File: config.mk
export PLATFORM = sky130hd
export DESIGN_NAME = sum_packer
export DESIGN_NICKNAME = d
export VERILOG_FILES = /design/src/rtl/sum_packer_pkg.sv /design/src/rtl/sum_packer.sv
export SDC_FILE = /design/constraint.sdc
export NUM_CORES = 1
export LEC_CHECK = 0
export ABC_AREA = 0
export CAP_MARGIN = 20
export CORE_ASPECT_RATIO = 1.2
export CORE_UTILIZATION = 55
export CTS_BUF_LIST = sky130_fd_sc_hd__clkbuf_8
export DETAILED_ROUTE_END_ITERATION = 12
export HOLD_SLACK_MARGIN = 0.12
export PLACE_DENSITY = 0.8
export REMOVE_ABC_BUFFERS = 1
export SYNTH_ARGS = -nofsm -noshare
export SYNTH_HDL_FRONTEND = slang
export SYNTH_SLANG_ARGS = --single-unit
File: constraint.sdc
create_clock -name clk -period 5.6 [get_ports clk]
set_input_delay 0.56 -clock clk [delete_from_list [all_inputs] [get_ports clk]]
set_output_delay 0.56 -clock clk [all_outputs]
set_load 0.02 [all_outputs]
File: src/rtl/sum_packer_pkg.sv
// Shared types and widths for the sum packer: FSM state encoding, accumulator and counter widths.
package sum_packer_pkg;

  localparam int ACC_W = 16;
  localparam int CNT_W = 8;

  typedef enum logic [1:0] {
    ACCUM   = 2'd0,
    EMIT_LO = 2'd1,
    EMIT_HI = 2'd2
  } state_t;

endpackage

File: src/rtl/sum_packer.sv
// Sums ACC_COUNT 8-bit inputs into a 16-bit record emitted as two bytes (lo, then hi with out_last); record appears 1 cycle after the final accept.
// Input stalls while a record drains; output holds under out_ready=0 and ignores ena. SUM_PACKER_PARITY_EN adds out_parity.
module sum_packer
  import sum_packer_pkg::*;
#(
  parameter int ACC_COUNT = 4
) (
  input  logic       clk,
  input  logic       rst_n,
  input  logic       ena,
  input  logic [7:0] in_data,
  input  logic       in_valid,
  output logic       in_ready,
  output logic [7:0] out_data,
  output logic       out_valid,
  input  logic       out_ready,
  output logic       out_last
`ifdef SUM_PACKER_PARITY_EN
  ,
  output logic       out_parity
`endif
);

  localparam logic [CNT_W-1:0] CNT_TARGET = CNT_W'(ACC_COUNT);

  state_t             state;
  state_t             state_nxt;
  logic [ACC_W-1:0]   acc;
  logic [CNT_W-1:0]   cnt;
  logic [CNT_W-1:0]   cnt_inc;
  logic               accept;
  logic               record_done;

  assign cnt_inc     = cnt + 1'b1;
  assign accept      = in_valid && in_ready;
  assign record_done = (state == EMIT_HI) && out_ready;

  always_ff @(posedge clk or negedge rst_n) begin
    if (!rst_n) begin
      state <= ACCUM;
    end else begin
      state <= state_nxt;
    end
  end

  // in_ready is gated by rst_n so it reads 0 while reset is asserted even with ena high.
  always_comb begin
    state_nxt = state;
    in_ready  = 1'b0;
    out_valid = 1'b0;
    out_last  = 1'b0;
    out_data  = 8'h00;
    case (state)
      ACCUM: begin
        in_ready = ena && rst_n;
        if (in_valid && ena && (cnt_inc == CNT_TARGET)) begin
          state_nxt = EMIT_LO;
        end
      end
      EMIT_LO: begin
        out_valid = 1'b1;
        out_data  = acc[7:0];
        if (out_ready) begin
          state_nxt = EMIT_HI;
        end
      end
      EMIT_HI: begin
        out_valid = 1'b1;
        out_last  = 1'b1;
        out_data  = acc[15:8];
        if (out_ready) begin
          state_nxt = ACCUM;
        end
      end
      default: begin
        state_nxt = ACCUM;
      end
    endcase
  end

  // Accumulator and counter clear only once the high byte has been taken.
  always_ff @(posedge clk or negedge rst_n) begin
    if (!rst_n) begin
      acc <= '0;
      cnt <= '0;
    end else if (record_done) begin
      acc <= '0;
      cnt <= '0;
    end else if (accept) begin
      acc <= acc + ACC_W'(in_data);
      cnt <= cnt_inc;
    end
  end

`ifdef SUM_PACKER_PARITY_EN
  // out_data is forced to zero when idle, so parity is zero then as well.
  assign out_parity = ^out_data;
`endif

endmodule

# Yosys cells after proc, flatten, opt, wreduce, memory -nomap -nowiden
# Cells that the tools add are included.
# classes
magnitude_cmp	0
n_mul	0
add_sub_neg	2
muxes	12
n_eq_ne	6
shift	0
bitwise_logic	0
div	0
n_reduce_logical	9
# op_table
cell	count
$mux W16	2
$add A16 B8 Y16	1
$mux W8	2
$pmux W8 S2	1
$add A8 B1 Y8 const B	1
$eq A8 B3 Y1 const B	1
$mux W2	3
$ne A2 B2 Y1 const B	3
$pmux W2 S3	1
$logic_and A1 B1 Y1	5
$mux W1	3
$reduce_and A3 Y1	1
$eq A2 B1 Y1 const B	1
$eq A2 B2 Y1 const B	1
$logic_not A2 Y1	1
$reduce_bool A2 Y1	1
$reduce_or A2 Y1	1
# totals
inputBits	13
memories	0
output_inout_bits	11
latch_bits	0
romBits	0
register_bits	26
mem_bits_rw	0
word_cells	32

# Depth between registers and ports, before layout
# Gate-level depths: netlist (run 1).
# depth
ltp_word	5
mapped_depth	8
ltp_nobuf	7

# Worst setup path after synthesis (run 1)
# OpenSTA, ideal clock, no wires.
# synth_path
path_kind	input to register
startpoint	input in_data[0]
endpoint	register acc[14]
path_slack_ps	3438
n_path_buf	0
cell_stages	7
required_ps	5468
setup_time_ps	132
t_arrival_ps	2030
path_cell_list	ha_1 > fa_1 > a211oi_1 > o211ai_1 > nand4_1 > xor2_1 > nor2_1
# synth_between
elab_chain_len	3
# synth_rtl
element	line	rtl
start: declaration	sum_packer.sv:11	input logic [7:0] in_data,
$add A16 B8 Y16	sum_packer.sv:90	acc <= acc + ACC_W'(in_data);
$mux W16	sum_packer.sv:89	end else if (accept) begin
$mux W16	sum_packer.sv:86	end else if (record_done) begin
end signal: assignment	sum_packer.sv:90	
end: declaration	sum_packer.sv:28	logic [ACC_W-1:0] acc;
# No other way between the ends. The select of a mux whose other input is x is not followed.
# A chain may end at the register's enable or synchronous reset.

# Final worst setup path (run 1)
# layout_path
startpoint	input rst_n
endpoint	register acc[13]
# layout_between
elab_chain_len	4
# layout_rtl
element	line	rtl
start: declaration	sum_packer.sv:9	input logic rst_n,
$logic_and A1 B1 Y1	sum_packer.sv:55	in_ready = ena && rst_n;
$mux W1	sum_packer.sv:53	case (state)
$logic_and A1 B1 Y1	sum_packer.sv:35	assign accept = in_valid && in_ready;
$reduce_bool A2 Y1 (no source line)	n/a	
# No other way between the ends.

==> impl_results.md, run 1 <==
- Status: finished, final reports clean
- Least-Margin Pin Slew: 817 ps
- DRT iter0 DRCs: 44
- Max Freq: 0.337 GHz
- DRC viols: 0
- Fin area: 2060 um^2
- Antenna diodes: 0
- P&R area growth vs syn: 16.9%
- Setup crit end kind: register
- Worst path max stage delay: 580 ps
- CTS tree: yes
- Top-area cell type share of the netlist area: 36.9%
- Post-CTS sizing: 0
- CP Max Fanout: 29
- DR vias: 1,567
- Maxcap violations: 0
- Final hold violation count: 0
- Crit path arrival time: 3160 ps
- Critical path origin: rst_n
- Buf/Inv on CP: 2
- Nets: 253
- Synth cell types: 31
- Clk root buf: clkbuf_8
- Worst-path cell chain: clkdlybuf4s50_1, buf_4, nand4_1, nor3_1, nand2_1, a2111o_1, o21ai_0
- Largest net degree at the start of global routing: 30
- Hold Path Class: register to register
- Reg2Reg Setup Slack: 3030 ps
- Drt pass-1 iters: 4
- GP Congestion: 0.842
- Initial antenna violation count: 0
- Asr flop ratio synth: 100%
- Mapped Area: 1770 um^2
- Min cycle time layout: 2970 ps
- Pwr Density: 373 nW/um^2
- Switching power: 0.323 mW
- I/O pin cnt: 24
- Bufs on Longest Clock Path: 2
- Sequential power share: 34.6%
- Flops & latches, synth: 26
- Gate power share: 51.7%
- Top FF cell, synth: dfrtp_1
- Leak pwr: 0.873 nW
- CP max stage cell: nand4_1
- Area leader, netlist: dfrtp_1
- CP Launch Type: primary input
- Grt total ovfl: 0
- TritonCTS Buffers: 3
- Reg2reg start: state[1]
- Global-route wire length before repair: 6940 um
- Clock power share: 13.7%
- Clock Latency Late Sink: 270 ps
- Rel. slew slack: 45.5%
- H-tree lvl count: 1
- Number of setup buffers added after CTS: 0
- Pint: 0.446 mW
- Post-route setup TNS: 0 ps
- Final Max Slew Viols: 0
- Register area share after synthesis: 36.9%
- GR Util All Layers: 27.2%
- Switching part of the total power: 42.0%
- Delay-heaviest family, CP: simple AND/OR/NAND/NOR gates
- CP Data Required Time: 5790 ps
- Critical path class: primary input to register
- Row cnt: 22
- Die height: 64.1 um
- Clock transition at the registers of the reported paths: 90 ps
- Cts-stage hold buffer count: 0
- Crit path depth: 7
- Core Area: 3060 um^2
- Final Setup Violations: 0
- IO buf count: 23
- Wirelength, routed: 4120 um
- RSZ-0062 raised after global routing: no
- Clock sinks: 26
- Die area: 3440 um^2
- FF-to-FF path depth: 7
- Peak supply drop: 0.000282 V
- Post-synth EDFFs: 0
- Commonest non-fill, non-tap cells in the layout: dfrtp_1, nand2_1, clkdlybuf4s50_1
- Crit path to: acc[13]
- DR WL/cell: 15.9 um
- Avg Inst Size Synth: 8.70 um^2
- Die W: 53.7 um
- Synth top area cells: dfrtp_1, ha_1, nand2_1
- Clock skew: 1.68 ps
- Tcrit/Tclk final: 53.1%
- Terminus of the critical flop-to-flop path: acc[13]
- Layout cells sized above 1: 2.69%
- Ys Warns: 0
- Number of global-route vias before repair: 1,552
- Vias/cell: 6.05
- Detail Route Antenna Nets: 0
- Commonest non-fill, non-tap cell in the layout: dfrtp_1
- Placed cell areas: 2020 um^2
- Initial Util: 57.8%
- HPWL Detailed: 3050 um
- Synth Instances: 203
[worst min-delay path by stage]
stage,from,end,slack [ps],depth (start not counted)
floorplan,rst_n,acc[0],260,0
global placement,state[1],state[1],520,1
detailed placement,acc[5],acc[5],550,2
CTS,acc[5],acc[5],560,2
global route,acc[0],acc[0],580,2
finish,acc[5],acc[5],560,2
[registers in the layout, indices dropped and copies added, names as in the netlist]
register,cells
cnt,8
state,2
acc,16
[cell usage after synthesis, types with 3 or more instances]
library cell,number
o211ai_1,3
o21ai_0,9
xnor2_1,4
nand4_1,4
a211oi_1,4
clkbuf_1,7
a22oi_1,8
nor2b_1,8
or3_1,3
nor3_1,4
ha_1,14
a2111o_1,4
xor2_1,9
nor2_1,19
and2_1,3
a21oi_1,17
dfrtp_1,26
nand2_1,24
nand3_1,12
inv_1,6
[per-layer routing]
metal | wire length (um) | track usage [%] | up-vias
li1 | - | - | 768
met1 | 1800 | 33.1 | 764
met2 | 2140 | 47.4 | 28
met3 | 121 | 4.29 | 7
met4 | 55 | 7.89 | 0
met5 | 0 | 0 | -
[cell families after synthesis]
| logic type | synth area share, % |
|---|---|
| DFF | 36.9 |
| buffers and inverters | 2.76 |
| adders and majority gates | 11.1 |
| and+or+nand+nor | 22.3 |
| AOI/OAI and AO/OA | 18.8 |
| muxes | 1.84 |
| xor gates and xnor gates | 6.45 |
[layout make-up]
type                       count  area (um^2)
fill                         268          992
clock buffer                   3         41.3
sequential                    26          651
multi-input combinational    164         1070
timing repair buffer          24          238
tap                           36         45.0
inverter                       6         22.5
[stage by stage]
step | instances | setup slack (ps) | util (%) | hold slack (ps) | power, mW
finish | 259 | 2630 | 67.5 | 556 | 0.770
global route | 259 | 2290 | 67.5 | 585 | 0.824
CTS | 259 | 2590 | 67.5 | 556 | 0.769
detailed placement | 256 | 2340 | 66.2 | 546 | 0.666
global placement | 256 | 2440 | 66.2 | 518 | 0.647
floorplan | 196 | 3430 | - | 264 | 0.537
[power groups by stage]
| stage | Sequential [mW] | Combinational [mW] | Clock, mW |
|---|---|---|---|
| floorplan | 0.258 | 0.279 | 0 |
| global placement | 0.266 | 0.381 | 0 |
| detailed placement | 0.270 | 0.396 | 0 |
| CTS | 0.266 | 0.397 | 0.106 |
| global route | 0.272 | 0.435 | 0.116 |
| finish | 0.266 | 0.398 | 0.105 |
[worst register-to-register path: stages (launching register included)]
cell	delay, ps
dfrtp_1	410
inv_1	130
ha_1	220
nand4_1	500
nor3_1	580
nand2_1	160
a2111o_1	410
o21ai_0	80
(Power assumes the default switching activity.)
==> inputs of run 2 (changes only) <==
Clock period 5.6 ns to 3.1 ns, I/O delays scaled along.
==> run 2 against run 1 <==
Sequential power rose by 83%; first-iteration DRC count increased by 70%; sequential cell count unchanged; die area is the same; register-to-register slack lost 2200 ps; worst hold slack got worse by 110 ps; worst setup slack got worse by 2100 ps; global-route usage up 0.69 points; combinational power rose by 90%; total power grew 87%; clock skew is 6.0 ps higher; design area up 1.1%; largest power group unchanged.
==> impl_results.md, run 2 (same netlist as run 1, synthesis figures left out) <==
- Clock transition at the registers of the reported paths: 90 ps (about the same)
- Terminus of the critical flop-to-flop path: acc[8] (was acc[13])
- FF-to-FF path depth: 7 (unchanged)
- Rel. slew slack: 43.5% (was 45.5%)
- Worst path max stage delay: 630 ps (was 580 ps)
- Clock skew: 7.68 ps (was 1.68 ps)
- Clock Latency Late Sink: 270 ps (about the same)
- P&R area growth vs syn: 18.1% (was 16.9%)
- DR WL/cell: 16.2 um (was 15.9 um)
- Die height: 64.1 um (unchanged)
- Vias/cell: 6.18 (was 6.05)
- Met3 usage: 4.29% (unchanged)
- Detail Route Antenna Nets: 0 (unchanged)
- Antenna diodes: 0 (unchanged)
- Peak supply drop: 0.000385 V (was 0.000282 V)
- H-tree lvl count: 1 (unchanged)
- Multi-input gate area: 1070 um^2 (unchanged)
- Row cnt: 22 (unchanged)
- Power, Total: 1.44 mW (was 0.770 mW)
- Top flop regs: acc: 16 flops, cnt: 8 flops, state: 2 flops (unchanged)
- Leak pwr: 0.888 nW (was 0.873 nW)
- Max reg flops: 16 (unchanged)
- Critical path class: register to output port (was primary input to register)
- Placed cell areas: 2040 um^2 (was 2020 um^2)
- Cts-stage hold buffer count: 0 (unchanged)
- Clock sinks: 26 (unchanged)
- Number of global-route vias before repair: 1,591 (was 1,552)
- Die W: 53.7 um (unchanged)
- Initial antenna violation count: 0 (unchanged)
- Bufs on Longest Clock Path: 2 (unchanged)
- Fin area: 2090 um^2 (was 2060 um^2)
- Least-Margin Pin Slew: 848 ps (was 817 ps)
- CP Data Required Time: 2790 ps (was 5790 ps)
- Delay-heaviest family, CP: buffers and inverters (was simple AND/OR/NAND/NOR gates)
- Biggest register: acc (unchanged)
- Hold Path Class: primary input to async pin (was register to register)
- Core Util, Final: 68.3% (was 67.5%)
- I/O pin cnt: 24 (unchanged)
- Reg area: 651 um^2 (unchanged)
- Final hold slack: 448 ps (was 556 ps)
- TritonCTS Buffers: 3 (unchanged)
- Reg2reg start: acc[0] (was state[1])
- CP max stage cell: clkdlybuf4s50_1 (was nand4_1)
- Global-route wire length before repair: 6980 um (was 6940 um)
- DRT iter0 DRCs: 75 (was 44)
- Min cycle time layout: 2540 ps
- Buf/Inv on CP: 2 (unchanged)
- GP Congestion: 0.830 (was 0.842)
- Setup crit end kind: output port (was register)
- Number of setup buffers added after CTS: 0 (unchanged)
- Maxcap violations: 0 (unchanged)
- Met2 Track Usage GR: 48.5% (was 47.4%)
- Most used routing layer: met2 (unchanged)
- CTS tree: yes (unchanged)
- IO buf count: 23 (unchanged)
- Crit path arrival time: 2230 ps (was 3160 ps)
- Final Setup Violations: 0 (unchanged)
- CP Launch Type: register (was primary input)
- Core Area: 3060 um^2 (unchanged)
- DRC viols: 0 (unchanged)
- Reg2Reg Setup Slack: 850 ps (was 3030 ps)
- Commonest non-fill, non-tap cell in the layout: dfrtp_1 (unchanged)
- Drt pass-1 iters: 4 (unchanged)
- Nets: 256 (was 253)
- Layout cells sized above 1: 3.98% (was 2.69%)
- Worst-path cell chain: inv_1, ha_1, a22oi_1, nor2b_1, clkdlybuf4s50_1 (was clkdlybuf4s50_1, buf_4, nand4_1, nor3_1, nand2_1, a2111o_1, o21ai_0)
- Commonest non-fill, non-tap cells in the layout: dfrtp_1, nand2_1, clkdlybuf4s50_1 (unchanged)
- Met1 usage: 32.0% (was 33.1%)
- Wirelength, routed: 4260 um (was 4120 um)
- HPWL Detailed: 3150 um (was 3050 um)
- Status: finished, final reports clean (unchanged)
- Grt total ovfl: 0 (unchanged)
- Initial Util: 57.8% (unchanged)
- Final hold violation count: 0 (unchanged)
- RSZ-0062 raised after global routing: no (unchanged)
- Post-route setup TNS: 0 ps (unchanged)
- Filler instances: 249 (was 268)
- GR Util All Layers: 27.9% (was 27.2%)
- CP Max Fanout: 12 (was 29)
- Largest net degree at the start of global routing: 23 (was 30)
- Die area: 3440 um^2 (unchanged)
- Tcrit/Tclk final: 82.1%
- Crit path depth: 5 (was 7)
- Pwr Density: 690 nW/um^2 (was 373 nW/um^2)
- Max Freq: 0.393 GHz
- DR vias: 1,618 (was 1,567)
- Post-CTS sizing: 0 (unchanged)
- Final Max Slew Viols: 0 (unchanged)
- Clk root buf: clkbuf_8 (unchanged)
==> run 2: cell types whose count changed in the layout (fill, tap and decap cells not counted), sizes merged <==
cell | before | now
buf | 1 | 4
==> run 2: power by group <==
part,total (mW),switching [mW],internal [mW]
Clock,0.195,0.107,0.0873
Combinational,0.758,0.434,0.324
Sequential,0.488,0.0765,0.411
Total,1.44,0.618,0.823
==> run 2: worst max path at each step <==
stage | startpoint | end
after floorplan | state[0] | acc[15]
after global placement | in_data[0] | acc[14]
after detailed placement | in_data[0] | acc[8]
after CTS | state[0] | out_data[3]
after global routing | state[0] | out_data[1]
final | state[0] | out_data[3]
==> run 2: layout make-up <==
class                           count  area share (%)
Tap cell                           36            2.16
Multi-Input combinational cell    164            51.1
Clock buffer                        3            1.98
Timing Repair Buffer               27            12.5
Sequential cell                    26            31.2
Inverter                            6            1.08
==> run 2: through the flow <==
stage | setup slack [ps] | instances
floorplan | 1040 | 196
global placement | 660 | 259
detailed placement | 535 | 259
CTS | 597 | 262
global route | 413 | 262
finish | 556 | 262
==> run 2: metal layers <==
metal	vias up	wire length (um)
met1	802	1810
met2	34	2230
met5	-	0
li1	774	-
met4	0	88
met3	8	126
==> inputs of run 3 (changes only) <==
Clock period 3.1 ns to 2.4 ns, I/O delays scaled along.
==> run 3 against run 2 <==
Sequential power grew 28%; worst hold slack lost 250 ps; wire length shrank 0.16%; combinational power grew 35%; critical path type unchanged; global-route usage is essentially flat; utilization grew 2.1 points; register-to-register slack lost 670 ps; cell count grew 2.7%; die area is the same; non-clock buffer count grew 6; via count grew 2.5%.
==> impl_results.md, run 3 (same netlist as run 1, synthesis figures left out) <==
- Status: finished, final reports clean (unchanged)
- Terminus of the critical flop-to-flop path: state[1] (was acc[8])
- Vias/cell: 6.16 (was 6.18)
- Final non-filler cell total: 269 (was 262)
- GR Util All Layers: 27.9% (about the same)
- Pwr Density: 899 nW/um^2 (was 690 nW/um^2)
- Clock power share: 14.8% (was 13.5%)
- Final hold violation count: 0 (unchanged)
- Placed cell areas: 2090 um^2 (was 2040 um^2)
- Tcrit/Tclk final: 95.6%
- Number of setup buffers added after CTS: 0 (unchanged)
- Final Max Slew Viols: 0 (unchanged)
- Antenna diodes: 0 (unchanged)
- Reg2Reg Setup Slack: 180 ps (was 850 ps)
- Nets: 262 (was 256)
- Max Freq: 0.436 GHz
- Row cnt: 22 (unchanged)
- Gate power share: 52.9% (was 52.6%)
- Largest net degree at the start of global routing: 25 (was 23)
- Clock transition at the registers of the reported paths: 90 ps (about the same)
- Critical path class: register to output port (unchanged)
- Wirelength, routed: 4250 um (was 4260 um)
- Initial Util: 57.8% (unchanged)
- IO buf count: 23 (unchanged)
- Peak supply drop: 0.000556 V (was 0.000385 V)
- HPWL Detailed: 3270 um (was 3150 um)
- Bufs on Longest Clock Path: 2 (unchanged)
- RSZ-0062 raised after global routing: no (unchanged)
- Maxcap violations: 0 (unchanged)
- Rel. slew slack: 66.6% (was 43.5%)
- Top flop regs: acc: 16 flops, cnt: 8 flops, state: 2 flops (unchanged)
- Dpl cells: 265 (was 259)
- Met1 usage: 33.4% (was 32.0%)
- Clock Latency Late Sink: 270 ps (about the same)
- DR vias: 1,658 (was 1,618)
- Grt total ovfl: 0 (unchanged)
- Clock skew: 1.34 ps (was 7.68 ps)
- Global-route wire length before repair: 7150 um (was 6980 um)
- DR WL/cell: 15.8 um (was 16.2 um)
- Switching part of the total power: 41.2% (was 42.9%)
- Hold Path Class: primary input to async pin (unchanged)
- Clock sinks: 26 (unchanged)
- DRC viols: 0 (unchanged)
- CP Max Fanout: 12 (unchanged)
- Initial antenna violation count: 0 (unchanged)
- Min cycle time layout: 2300 ps
- TritonCTS Buffers: 3 (unchanged)
- Core Area: 3060 um^2 (unchanged)
- Biggest register: acc (unchanged)
- Pint: 1.14 mW (was 0.823 mW)
- Commonest non-fill, non-tap cells in the layout: dfrtp_1, nand2_1, clkdlybuf4s50_1 (unchanged)
- Max reg flops: 16 (unchanged)
- Clk root buf: clkbuf_8 (unchanged)
- Cts-stage hold buffer count: 0 (unchanged)
- Switching power: 0.797 mW (was 0.618 mW)
- Number of global-route vias before repair: 1,652 (was 1,591)
- Final Setup Violations: 0 (unchanged)
- Met3 usage: 4.52% (was 4.29%)
- GP Congestion: 0.877 (was 0.830)
- Crit path arrival time: 2060 ps (was 2230 ps)
- Setup crit end kind: output port (unchanged)
- Post-route setup TNS: 0 ps (unchanged)
- Reg2reg start: cnt[0] (was acc[0])
- DRT iter0 DRCs: 50 (was 75)
- Die W: 53.7 um (unchanged)
- Layout cells sized above 1: 7.73% (was 3.98%)
- Leak pwr: 0.922 nW (was 0.888 nW)
- FF-to-FF path depth: 6 (was 7)
- CTS tree: yes (unchanged)
- P&R area growth vs syn: 21.8% (was 18.1%)
- Die height: 64.1 um (unchanged)
- Commonest non-fill, non-tap cell in the layout: dfrtp_1 (unchanged)
- Fin area: 2150 um^2 (was 2090 um^2)
- Die area: 3440 um^2 (unchanged)
- CP Data Required Time: 2160 ps (was 2790 ps)
- Detail Route Antenna Nets: 0 (unchanged)
- Most used routing layer: met2 (unchanged)
- Sequential power share: 32.3% (was 33.9%)
- Drt pass-1 iters: 4 (unchanged)
- Met2 Track Usage GR: 47.8% (was 48.5%)
- Least-Margin Pin Slew: 502 ps (was 848 ps)
- I/O pin cnt: 24 (unchanged)
- CP Launch Type: register (unchanged)
- H-tree lvl count: 1 (unchanged)
## run 3: changes by cell type in the layout (fill, tap and decap cells not counted)
cell and change:
clkbuf_8 +1, ha_2 +2, buf_4 +6, ha_1 -2
## run 3: what timing repair did
| item | in CTS | in global routing |
|---|---|---|
| hold endpoints to repair | 0 | 0 |
| resized for setup | 1 | 1 |
| endpoints found under the setup margin | 6 | 2 |
## run 3: cell type report
cell class	count	area (um^2)
inverter	6	22.5
multi-input combinational	164	1070
tap	36	45.0
timing repair buffer	33	305
fill	242	906
sequential	26	651
clock buffer	4	55.1
## run 3: stage by stage
stage	hold WS [ps]	util (%)	setup slack [ps]	power, mW
finish	200	70.4	105	1.93
global placement	491	68.4	103	1.59
CTS	197	70.3	78.4	1.93
floorplan	-55.6	-	341	1.25
global route	197	70.4	5.50	2.08
detailed placement	492	68.4	63.1	1.64
## run 3: metal layers
layer,wire (um),share of wire [%],vias to the layer above
met5,0,0,-
li1,-,-,792
met3,180,4.2,4
met2,2290,54,39
met4,40,0.94,0
met1,1740,41,823
## run 3: how the worst max path moves through the flow
stage | end | startpoint | slack (ps) | depth (start not counted)
6_report | out_data[2] | state[0] | 100 | 5
4_1_cts | out_data[7] | state[1] | 80 | 5
2_1_floorplan | acc[15] | state[0] | 340 | 7
5_1_grt | out_data[3] | state[0] | 6 | 4
3_3_place_gp | acc[6] | in_data[0] | 100 | 9
3_5_place_dp | acc[6] | in_data[0] | 60 | 9
## run 3: power groups by stage
stage / logic (mW) / registers (mW) / clock network, mW
5_1_grt: 1.13 / 0.641 / 0.305
4_1_cts: 1.02 / 0.624 / 0.290
3_5_place_dp: 1.01 / 0.633 / 0
3_3_place_gp: 0.966 / 0.624 / 0
6_report: 1.02 / 0.625 / 0.286
2_1_floorplan: 0.652 / 0.601 / 0
## run 3: worst max-delay path, cell delays in order (launching register included)
cell and delay (ps):
dfrtp_1 420, inv_1 120, ha_2 330, a22oi_1 130
nor2b_1 150, clkdlybuf4s50_1 620
